===== src/rtl/soc_ctrl_domain_seq.sv =====
// Power-up/power-down sequencer for NUM_DOMAINS clock/reset domains: waits for PLL lock,
// enables the clock, holds reset for a programmable delay, and reverses on shutdown.
module soc_ctrl_domain_seq #(
  parameter int NUM_DOMAINS = 5,
  parameter int CNT_W       = 8,
  parameter int SYNC_STAGES = 2
) (
  input  logic                         ref_clk_i,
  input  logic                         glb_arst_i,
  input  logic [NUM_DOMAINS-1:0]       dom_en_i,
  input  logic                         seq_mode_i,
  input  logic [NUM_DOMAINS-1:0]       pll_locked_i,
  input  logic [NUM_DOMAINS*CNT_W-1:0] delay_cfg_i,
  input  logic [NUM_DOMAINS-1:0]       err_clr_i,
  output logic [NUM_DOMAINS-1:0]       clk_en_o,
  output logic [NUM_DOMAINS-1:0]       arst_n_o,
  output logic [NUM_DOMAINS-1:0]       ready_o,
  output logic [NUM_DOMAINS-1:0]       err_o,
  output logic                         busy_o
);

  typedef enum logic [2:0] {
    ST_OFF,
    ST_WAIT_LOCK,
    ST_CLK_ON,
    ST_RUN,
    ST_DRAIN
  } state_t;

  localparam logic [CNT_W-1:0] CntOne = CNT_W'(1);

  logic [SYNC_STAGES-1:0][NUM_DOMAINS-1:0] r_lockSync;
  logic [NUM_DOMAINS-1:0]                  w_lockS;
  logic [NUM_DOMAINS-1:0]                  w_effEn;
  logic [NUM_DOMAINS-1:0]                  w_busyVec;
  logic                                    w_chain;

  always_ff @(posedge ref_clk_i or posedge glb_arst_i) begin
    if (glb_arst_i) begin
      r_lockSync <= '0;
    end else begin
      r_lockSync[0] <= pll_locked_i;
      for (int s = 1; s < SYNC_STAGES; s++) begin
        r_lockSync[s] <= r_lockSync[s-1];
      end
    end
  end

  assign w_lockS = r_lockSync[SYNC_STAGES-1];

  // In ordered mode a domain is only enabled while every lower domain is requested too.
  always_comb begin
    w_effEn = '0;
    w_chain = 1'b1;
    for (int i = 0; i < NUM_DOMAINS; i++) begin
      w_chain    = w_chain & dom_en_i[i];
      w_effEn[i] = seq_mode_i ? w_chain : dom_en_i[i];
    end
  end

  for (genvar i = 0; i < NUM_DOMAINS; i++) begin : g_dom
    state_t           r_state;
    state_t           w_stateNxt;
    logic [CNT_W-1:0] r_cnt;
    logic [CNT_W-1:0] w_cntNxt;
    logic [CNT_W-1:0] w_load;
    logic             w_errSet;
    logic             w_depOk;
    logic             w_upOff;
    logic             r_err;
    logic             r_clkEn;
    logic             r_arstN;
    logic             r_ready;
    logic             r_busy;

    assign w_load = (delay_cfg_i[i*CNT_W +: CNT_W] == '0) ? CntOne
                                                          : delay_cfg_i[i*CNT_W +: CNT_W];

    // Ordered mode: bring up after the lower neighbour runs, shut down after the upper one is gated.
    if (i == 0) begin : g_depFirst
      assign w_depOk = 1'b1;
    end else begin : g_depChain
      assign w_depOk = ~seq_mode_i | ready_o[i-1];
    end

    if (i == NUM_DOMAINS - 1) begin : g_upLast
      assign w_upOff = 1'b1;
    end else begin : g_upChain
      assign w_upOff = ~seq_mode_i | ~clk_en_o[i+1];
    end

    always_comb begin
      w_stateNxt = r_state;
      w_cntNxt   = r_cnt;
      w_errSet   = 1'b0;
      unique case (r_state)
        ST_OFF: begin
          if (w_effEn[i]) w_stateNxt = ST_WAIT_LOCK;
        end
        ST_WAIT_LOCK: begin
          if (!w_effEn[i]) begin
            w_stateNxt = ST_OFF;
          end else if (w_lockS[i] && w_depOk) begin
            w_stateNxt = ST_CLK_ON;
            w_cntNxt   = w_load;
          end
        end
        ST_CLK_ON: begin
          if (!w_lockS[i]) begin
            w_errSet   = 1'b1;
            w_stateNxt = w_effEn[i] ? ST_WAIT_LOCK : ST_OFF;
          end else if (!w_effEn[i]) begin
            w_stateNxt = ST_DRAIN;
            w_cntNxt   = w_load;
          end else if (r_cnt == CntOne) begin
            w_stateNxt = ST_RUN;
          end else begin
            w_cntNxt = r_cnt - CntOne;
          end
        end
        ST_RUN: begin
          if (!w_lockS[i]) begin
            w_errSet   = 1'b1;
            w_stateNxt = w_effEn[i] ? ST_WAIT_LOCK : ST_OFF;
          end else if (!w_effEn[i] && w_upOff) begin
            w_stateNxt = ST_DRAIN;
            w_cntNxt   = w_load;
          end
        end
        ST_DRAIN: begin
          if (!w_lockS[i]) begin
            w_errSet   = 1'b1;
            w_stateNxt = w_effEn[i] ? ST_WAIT_LOCK : ST_OFF;
          end else if (r_cnt == CntOne) begin
            w_stateNxt = ST_OFF;
          end else begin
            w_cntNxt = r_cnt - CntOne;
          end
        end
        default: w_stateNxt = ST_OFF;
      endcase
    end

    // Outputs are registered from the next state so they change on the same edge as the state.
    always_ff @(posedge ref_clk_i or posedge glb_arst_i) begin
      if (glb_arst_i) begin
        r_state <= ST_OFF;
        r_cnt   <= '0;
        r_err   <= 1'b0;
        r_clkEn <= 1'b0;
        r_arstN <= 1'b0;
        r_ready <= 1'b0;
        r_busy  <= 1'b0;
      end else begin
        r_state <= w_stateNxt;
        r_cnt   <= w_cntNxt;
        r_err   <= w_errSet | (r_err & ~err_clr_i[i]);
        r_clkEn <= (w_stateNxt == ST_CLK_ON) || (w_stateNxt == ST_RUN) || (w_stateNxt == ST_DRAIN);
        r_arstN <= (w_stateNxt == ST_RUN);
        r_ready <= (w_stateNxt == ST_RUN);
        r_busy  <= (w_stateNxt == ST_WAIT_LOCK) || (w_stateNxt == ST_CLK_ON) ||
                   (w_stateNxt == ST_DRAIN);
      end
    end

    assign clk_en_o[i]  = r_clkEn;
    assign arst_n_o[i]  = r_arstN;
    assign ready_o[i]   = r_ready;
    assign err_o[i]     = r_err;
    assign w_busyVec[i] = r_busy;
  end

  assign busy_o = |w_busyVec;

endmodule


===== config.mk =====
export PLATFORM = sky130hd
export DESIGN_NAME = soc_ctrl_domain_seq
export DESIGN_NICKNAME = d
export VERILOG_FILES = /design/src/rtl/soc_ctrl_domain_seq.sv
export SDC_FILE = /design/constraint.sdc
export NUM_CORES = 1
export LEC_CHECK = 0
export BUFFER_PORTS_ARGS = -buffer_cell sky130_fd_sc_hd__buf_2
export CORE_MARGIN = 1
export CORE_UTILIZATION = 50
export DETAILED_ROUTE_END_ITERATION = 8
export PLACE_DENSITY = 0.76
export SLEW_MARGIN = 0
export SYNTH_ARGS = -nofsm -noshare
export SYNTH_HDL_FRONTEND = slang
export SYNTH_SLANG_ARGS = --single-unit

===== constraint.sdc =====
create_clock -name ref_clk_i -period 2.9 [get_ports ref_clk_i]
set_input_delay 0.435 -clock ref_clk_i [delete_from_list [all_inputs] [get_ports ref_clk_i]]
set_output_delay 0.435 -clock ref_clk_i [all_outputs]
set_load 0.005 [all_outputs]

==> impl_results.md, run 1 <==
* Main combinational cell family by area after synthesis: compound AO/OA/AOI/OAI gates
* Routed Antenna Nets at 0
* First-pass GRT wire length at 20400 um
* Die area at 0.01100 sq mm
* CP max stage cell: or3b_2
* Slew @ Worst Pin at 0.8045 ns
* DRC viols at 0
* Synthesized area at 0.005293 sq mm
* Worst setup path class: flop to flop
* Setup Fix Bufs, Post-CTS at 0
* CP Data Arrival Time at 2.32 ns
* Synthesized instance count at 587
* Slew HR at 46.30%
* Fill cells at 955
* Synth Area in Adders at 2.364%
* Overflow after GRT at 0
* Cells along the critical path: inv_1, ha_1, or3b_2, nor2_2, nor2_1, a32oi_1, o22ai_1
* Post-synthesis compound-gate area fraction at 27.14%
* FMAX at 477.3 MHz
* Final hold violations at 0
* Total number of vias at 4617
* Layout cell share with drive strength beyond 1 at 20.66%
* Final Slew Violations at 0
* Max-Cap Viols at 0
* CP required at 3.12 ns
* Placed cell count at 759
* Post-CTS Resized at 0
* Endpoints failing setup at 0
* Post-synth top area cell: dfrtp_1
* Final setup margin at 0.8047 ns
* GPL Wtd Cong at 0.9075
* Main flop type after synthesis: dfrtp_1
* Drt first pass iters at 6
* Fraction of registers with async set/reset at 100.0%
* # port buffers at 78
* Sequential area share after synthesis at 40.19%
* Unrepaired setup endpoints after global routing: false
* Max incr delay on CP at 0.48 ns
* CTS Hold Bufs at 0
* Post-synthesis xor/xnor area fraction at 0.1655%
* CTS H-tree lvls at 3
* Initial antenna violation count at 0
* Num rows at 37
* Top post-synthesis cells by area: dfrtp_1 (40%), a21oi_1 (4.0%), o21ai_0 (4.0%)
* Hpwl dp at 8722 um
* Vias in the first global route at 4343
* Area grow syn2layout at 9.314%
* Syn nets at 655
* Die Width at 104.9 um
* EDFF count, synth at 0
* Ys Warns at 0
* CTS Sinks at 85
* Via density per instance at 5.957
* Final nets at 702
* I/O pins at 79
* Yosys reg bits at 85
* Peak VDD IR at 0.2644 mV
* Drt first-iter violations at 330
* Crit-path max FO at 7
* Root buffer cell: clkbuf_8
* Top cell type's share of synthesized area at 40.19%
* Count of different cell masters after synthesis at 81
* Detailed Route WL at 11880 um
* LEAKAGE at 2.606 nW
* Clock Skew at 0.01148 ns
* Clk pin slew, worst setup/hold paths at 0.09 ns
* Die Ht at 104.9 um
* Status: finished clean
* WL per Instance at 15.33 um
* CTS tree: done
* Cell area after layout at 0.005786 sq mm
* Simple-gate share of the synthesized area at 18.91%
* ANT cells at 0
* Worst-skew pair later-pin latency at 0.36 ns
* PD cells at 589.2 mW/mm^2
* Mux cell area share after synthesis at 1.797%
* Worst setup EP type: flop
* All-layer global routing usage at 22.87%
* Final worst path period share at 72.25%
* Hold WC Path Type: primary input to flop
* Syn_area_per_cell at 9.016 sq um
* Crit start category: flop
* Dpl cell area at 0.005604 sq mm
* Initial Util at 51.50%
* Final Non-Filler Cells at 775
* CTS Buf Count at 9
* Clock buffer depth at 2
* Post-layout min period at 2.095 ns
* Core area at 0.01028 sq mm
* Pin count of the biggest net entering global routing at 47
* Pre-CTS WS at 0.5746 ns
* Setup_tns at 0 ns
[worst max-delay path, delay by kind of cell, from the launching register on]
kind            cells  cell delay (ns)
flops               1             0.41
compound gates      2             0.36
buf+inv             1             0.11
fa+ha+maj           1             0.15
simple gates        3             0.94
[final cells by class]
class | count | area, sq um | share of cell area (%)
multi-input cells | 401 | 2666 | 46.09
flip-flops and latches | 85 | 2127 | 36.76
clock buffers | 10 | 137.6 | 2.379
inverters | 55 | 207.7 | 3.590
well taps | 136 | 170.2 | 2.941
repair buffers | 82 | 432.9 | 7.483
clock inverters | 6 | 43.79 | 0.7569
[per-layer routing]
layer  global-route usage, %  wire length (um)  vias to the layer above
met5                       0                 0                        -
met4                   9.054               168                        0
met3                   2.932               593                       17
met2                   36.61              5633                      162
met1                   31.53              5489                     2198
li1                        -                 -                     2240
[worst paths after layout]
check / from / to / slack (ns) / cells after the start
worst max register to register: g_dom[0].r_cnt[1]$_DFFE_PP0P_ / g_dom[0].r_cnt[5]$_DFFE_PP0P_ / 0.80 / 7
worst min-delay path: pll_locked_i[1] / r_lockSync[1]$_DFF_PP0_ / 0.17 / 1
min in group asynchronous: glb_arst_i / g_dom[0].r_state[0]$_DFF_PP0_ / 0.20 / 2
worst min register to register: r_lockSync[2]$_DFF_PP0_ / w_lockS[2]$_DFF_PP0_ / 0.36 / 0
worst max-delay path: g_dom[0].r_cnt[1]$_DFFE_PP0P_ / g_dom[0].r_cnt[5]$_DFFE_PP0P_ / 0.80 / 7
max in group asynchronous: glb_arst_i / g_dom[2].r_cnt[5]$_DFFE_PP0P_ / 2.03 / 3
[flip-flops by register name (all words and copies together), names as in the netlist]
register and count:
g_dom.r_err 5, g_dom.r_state 15, g_dom.r_cnt 40, g_dom.r_busy 5, w_lockS 5, r_lockSync 5, g_dom.r_clkEn 5, g_dom.r_ready 5
[cell usage in the layout (no fill, tap or decap), types with 6 or more instances in the layout]
cell | synthesis | layout
clkbuf_8 | 0 | 10
a32oi_1 | 17 | 17
o21ai_0 | 42 | 42
nand2b_1 | 10 | 10
nor4_1 | 9 | 9
nor2b_1 | 13 | 13
nor3_1 | 24 | 24
buf_2 | 12 | 78
o22ai_1 | 23 | 23
ha_1 | 10 | 10
and2_1 | 6 | 6
o31ai_1 | 8 | 8
a22oi_1 | 7 | 7
nor3b_1 | 7 | 7
a21oi_1 | 42 | 42
nor2_1 | 28 | 28
nand2_1 | 30 | 30
dfrtp_1 | 85 | 85
inv_1 | 55 | 54
nand3_1 | 11 | 11
[logic make-up (layout without fill, tap and decap cells)]
logic type | count (synthesis) | after routing
buffers and inverters | 101 | 153
AO/OA/AOI/OAI | 206 | 206
XOR/XNOR | 1 | 1
multiplexers | 9 | 9
flip-flops | 85 | 85
adder cells (fa/ha/maj) | 10 | 10
AND/OR/NAND/NOR | 175 | 175
[power by group]
| group | switching (mW) | internal [mW] |
|---|---|---|
| Clock | 0.448 | 0.341 |
| Sequential | 0.258 | 1.42 |
| Combinational | 0.563 | 0.377 |
[through the flow]
step / utilization [%] / hold WS, ns / power, mW
2_1_floorplan: - / 0.3312 / 2.348
3_3_place_gp: 54.53 / 0.3361 / 2.573
3_5_place_dp: 54.53 / 0.3404 / 2.626
4_1_cts: 56.29 / 0.1514 / 3.430
5_1_grt: 56.29 / 0.1563 / 3.644
6_report: 56.29 / 0.1729 / 3.409
[synthesized netlist by cell type, types with 8 or more instances]
library cell / n
o31ai_1: 8
buf_2: 12
ha_1: 10
a32oi_1: 17
o21ai_0: 42
buf_4: 22
clkbuf_1: 9
nand2b_1: 10
inv_1: 55
nor4_1: 9
o22ai_1: 23
dfrtp_1: 85
nor3_1: 24
nor2_1: 28
nor2b_1: 13
a21oi_1: 42
nand2_1: 30
nand3_1: 11
Power figures use the tool's default switching activity.
==> run 2, diff against run 1 <==
--- a/config.mk
+++ b/config.mk
@@ -9,7 +9,7 @@
 export CORE_MARGIN = 1
 export CORE_UTILIZATION = 50
 export DETAILED_ROUTE_END_ITERATION = 8
-export PLACE_DENSITY = 0.76
+export PLACE_DENSITY = 0.79
 export SLEW_MARGIN = 0
 export SYNTH_ARGS = -nofsm -noshare
 export SYNTH_HDL_FRONTEND = slang
==> constraint.sdc (replaced) <==
create_clock -name ref_clk_i -period 1.7 [get_ports ref_clk_i]
set_input_delay 0.255 -clock ref_clk_i [delete_from_list [all_inputs] [get_ports ref_clk_i]]
set_output_delay 0.255 -clock ref_clk_i [all_outputs]
set_load 0.005 [all_outputs]
==> run 2 against run 1 <==
Effect of this change:
- the run now ends with setup timing left
- final cell count rose by 17%
- global-route usage grew 3.2 points
- final area rose by 25%
- clock skew shrank 0.0049 ns
- total power up 100%
- first-iteration DRC count grew 3.9%
- sequential cell count did not move
- critical path type unchanged
==> impl_results.md, run 2 (synthesized netlist as in run 1, its figures left out) <==
* Die area at 0.01100 sq mm
* Overflow after GRT at 0
* I/O pins at 79
* Pin count of the biggest net entering global routing at 24
* Clock share of power at 20.2%
* Die Ht at 104.9 um
* Area grow syn2layout at 37.19%
* Hpwl dp at 10240 um
* Worst Hold Depth at 2
* Setup_tns at -0.7867 ns
* LEAKAGE at 3.329 nW
* Largest reg by FF count: g_dom.r_cnt
* Final Non-Filler Cells at 903
* Logic gate share of total power at 38.8%
* ANT cells at 0
* Psw at 2.463 mW
* Status: complete, but fails checks
* Commonest non-fill, non-tap cell in the layout: buf_4
* Num rows at 37
* Worst-skew pair later-pin latency at 0.36 ns
* Slew @ Worst Pin at 0.5977 ns
* Clock Skew at 0.006548 ns
* Peak VDD IR at 0.5165 mV
* Clk pin slew, worst setup/hold paths at 0.08 ns
* Worst setup path class: flop to flop
* Failing checks: setup timing
* Drt first pass iters at 5
* Unrepaired setup endpoints after global routing: true
* Max FFs per register at 40
* Sw frac at 35.59%
* Layout cell share with drive strength beyond 1 at 41.46%
* Slew HR at 60.07%
* Initial antenna violation count at 0
* Seq pwr share at 41.0%
* Biggest regs: g_dom.r_cnt x40, g_dom.r_state x15
* Final nets at 832
* CTS Buf Count at 9
* Vias in the first global route at 5052
* WL per Instance at 16.57 um
* Reg2Reg Capture Point: g_dom[4].r_busy$_DFF_PP0_
* Crit start category: flop
* FMAX at 541.7 MHz
* R2R Setup Slk at -0.15 ns
* Final worst path period share at 108.6%
* CP Data Arrival Time at 2.08 ns
* First-pass GRT wire length at 23200 um
* Total number of vias at 5355
* Routed Antenna Nets at 0
* All-layer global routing usage at 26.04%
* Root buffer cell: clkbuf_8
* Final Util at 70.65%
* CP required at 1.94 ns
* Final Slew Violations at 0
* Fill cells at 763
* Placed cell count at 857
* Pwr Total at 6.920 mW
* Worst-case reg-to-reg path depth at 6
* Final setup margin at -0.1462 ns
* Hold Crit Start: err_clr_i[1]
* Final hold violations at 0
* CTS H-tree lvls at 3
* PD cells at 953.0 mW/mm^2
* GPL Wtd Cong at 0.9246
* Die Width at 104.9 um
* Drt first-iter violations at 343
* Crit-path max FO at 6
* Hold EP: g_dom[1].r_err$_DFF_PP0_
* Endpoints failing setup at 17
* Commonest non-fill, non-tap cells in the layout: buf_4 (116), dfrtp_1 (80), buf_2 (78), inv_1 (50), a21oi_1 (40)
* DRC viols at 0
* Internal power at 4.457 mW
* Worst r2r src: g_dom[4].r_state[1]$_DFF_PP0_
* Via density per instance at 5.930
* Hold WC Path Type: primary input to flop
* Detailed Route WL at 14960 um
* CTS tree: done
* Worst setup EP type: flop
* Core area at 0.01028 sq mm
* CTS Sinks at 85
* Post-layout min period at 1.846 ns
* # port buffers at 78
* Clock buffer depth at 2
* Max-Cap Viols at 0
* Initial Util at 51.50%
## run 2: final cells by class
cell class	count	area [sq um]	area share [%]
flip-flops and latches	85	2133	29.38
clock inverters	2	35.03	0.4825
inverters	55	210.2	2.895
repair buffers	211	1480	20.39
multi-input cells	402	3087	42.51
clock buffers	12	145.1	1.999
well taps	136	170.2	2.344
## run 2: worst max path at each step
stage / to / from / depth (start not counted)
5_1_grt: g_dom[4].r_busy$_DFF_PP0_ / g_dom[4].r_state[1]$_DFF_PP0_ / 6
6_report: g_dom[4].r_busy$_DFF_PP0_ / g_dom[4].r_state[1]$_DFF_PP0_ / 6
3_3_place_gp: g_dom[3].r_cnt[0]$_DFFE_PP0P_ / seq_mode_i / 6
2_1_floorplan: g_dom[1].r_busy$_DFF_PP0_ / g_dom[1].r_cnt[1]$_DFFE_PP0P_ / 7
4_1_cts: g_dom[0].r_busy$_DFF_PP0_ / g_dom[0].r_cnt[7]$_DFFE_PP0P_ / 5
3_5_place_dp: g_dom[3].r_cnt[0]$_DFFE_PP0P_ / seq_mode_i / 6
## run 2: repair_timing
item | in CTS | in global routing
gates resized for setup | 15 | 85
hold buffers | 6 | 0
buffers inserted | 8 | 18
setup endpoints to repair | 31 | 52
gates cloned | 0 | 2
endpoints found under the hold margin | 24 | 0
pin swaps | 9 | 43
## run 2: routing by layer
layer / up-vias / routed length (um) / global-route usage (%)
li1: 2507 / - / -
met3: 41 / 737 / 4.554
met5: - / 0 / 0
met4: 0 / 423 / 10.36
met2: 196 / 7489 / 44.84
met1: 2611 / 6307 / 32.41
## run 2: critical path: stages, from the launching register on
cell and delay [ns]:
dfrtp_2 0.44, buf_6 0.13, buf_4 0.13, buf_4 0.13
o31ai_1 0.27, nand3b_1 0.24, o41ai_1 0.38
## run 2: power groups by stage
| stage | clock, mW | sequential [mW] | combinational [mW] |
|---|---|---|---|
| floorplan | 0 | 2.77 | 1.31 |
| global placement | 0 | 2.78 | 2.15 |
| detailed placement | 0 | 2.81 | 2.25 |
| CTS | 1.43 | 2.79 | 2.34 |
| global route | 1.51 | 2.89 | 2.94 |
| finish | 1.39 | 2.84 | 2.69 |
## run 2: per-stage QoR
step / setup WS, ns / area, sq um / hold slack [ns]
global placement: -0.05385 / 6430 / 0.3351
floorplan: -0.04110 / 5353 / 0.2864
detailed placement: -0.1401 / 6430 / 0.3395
global route: -0.1849 / 7261 / 0.05596
finish: -0.1462 / 7261 / 0.06145
CTS: -0.05300 / 6793 / 0.05365
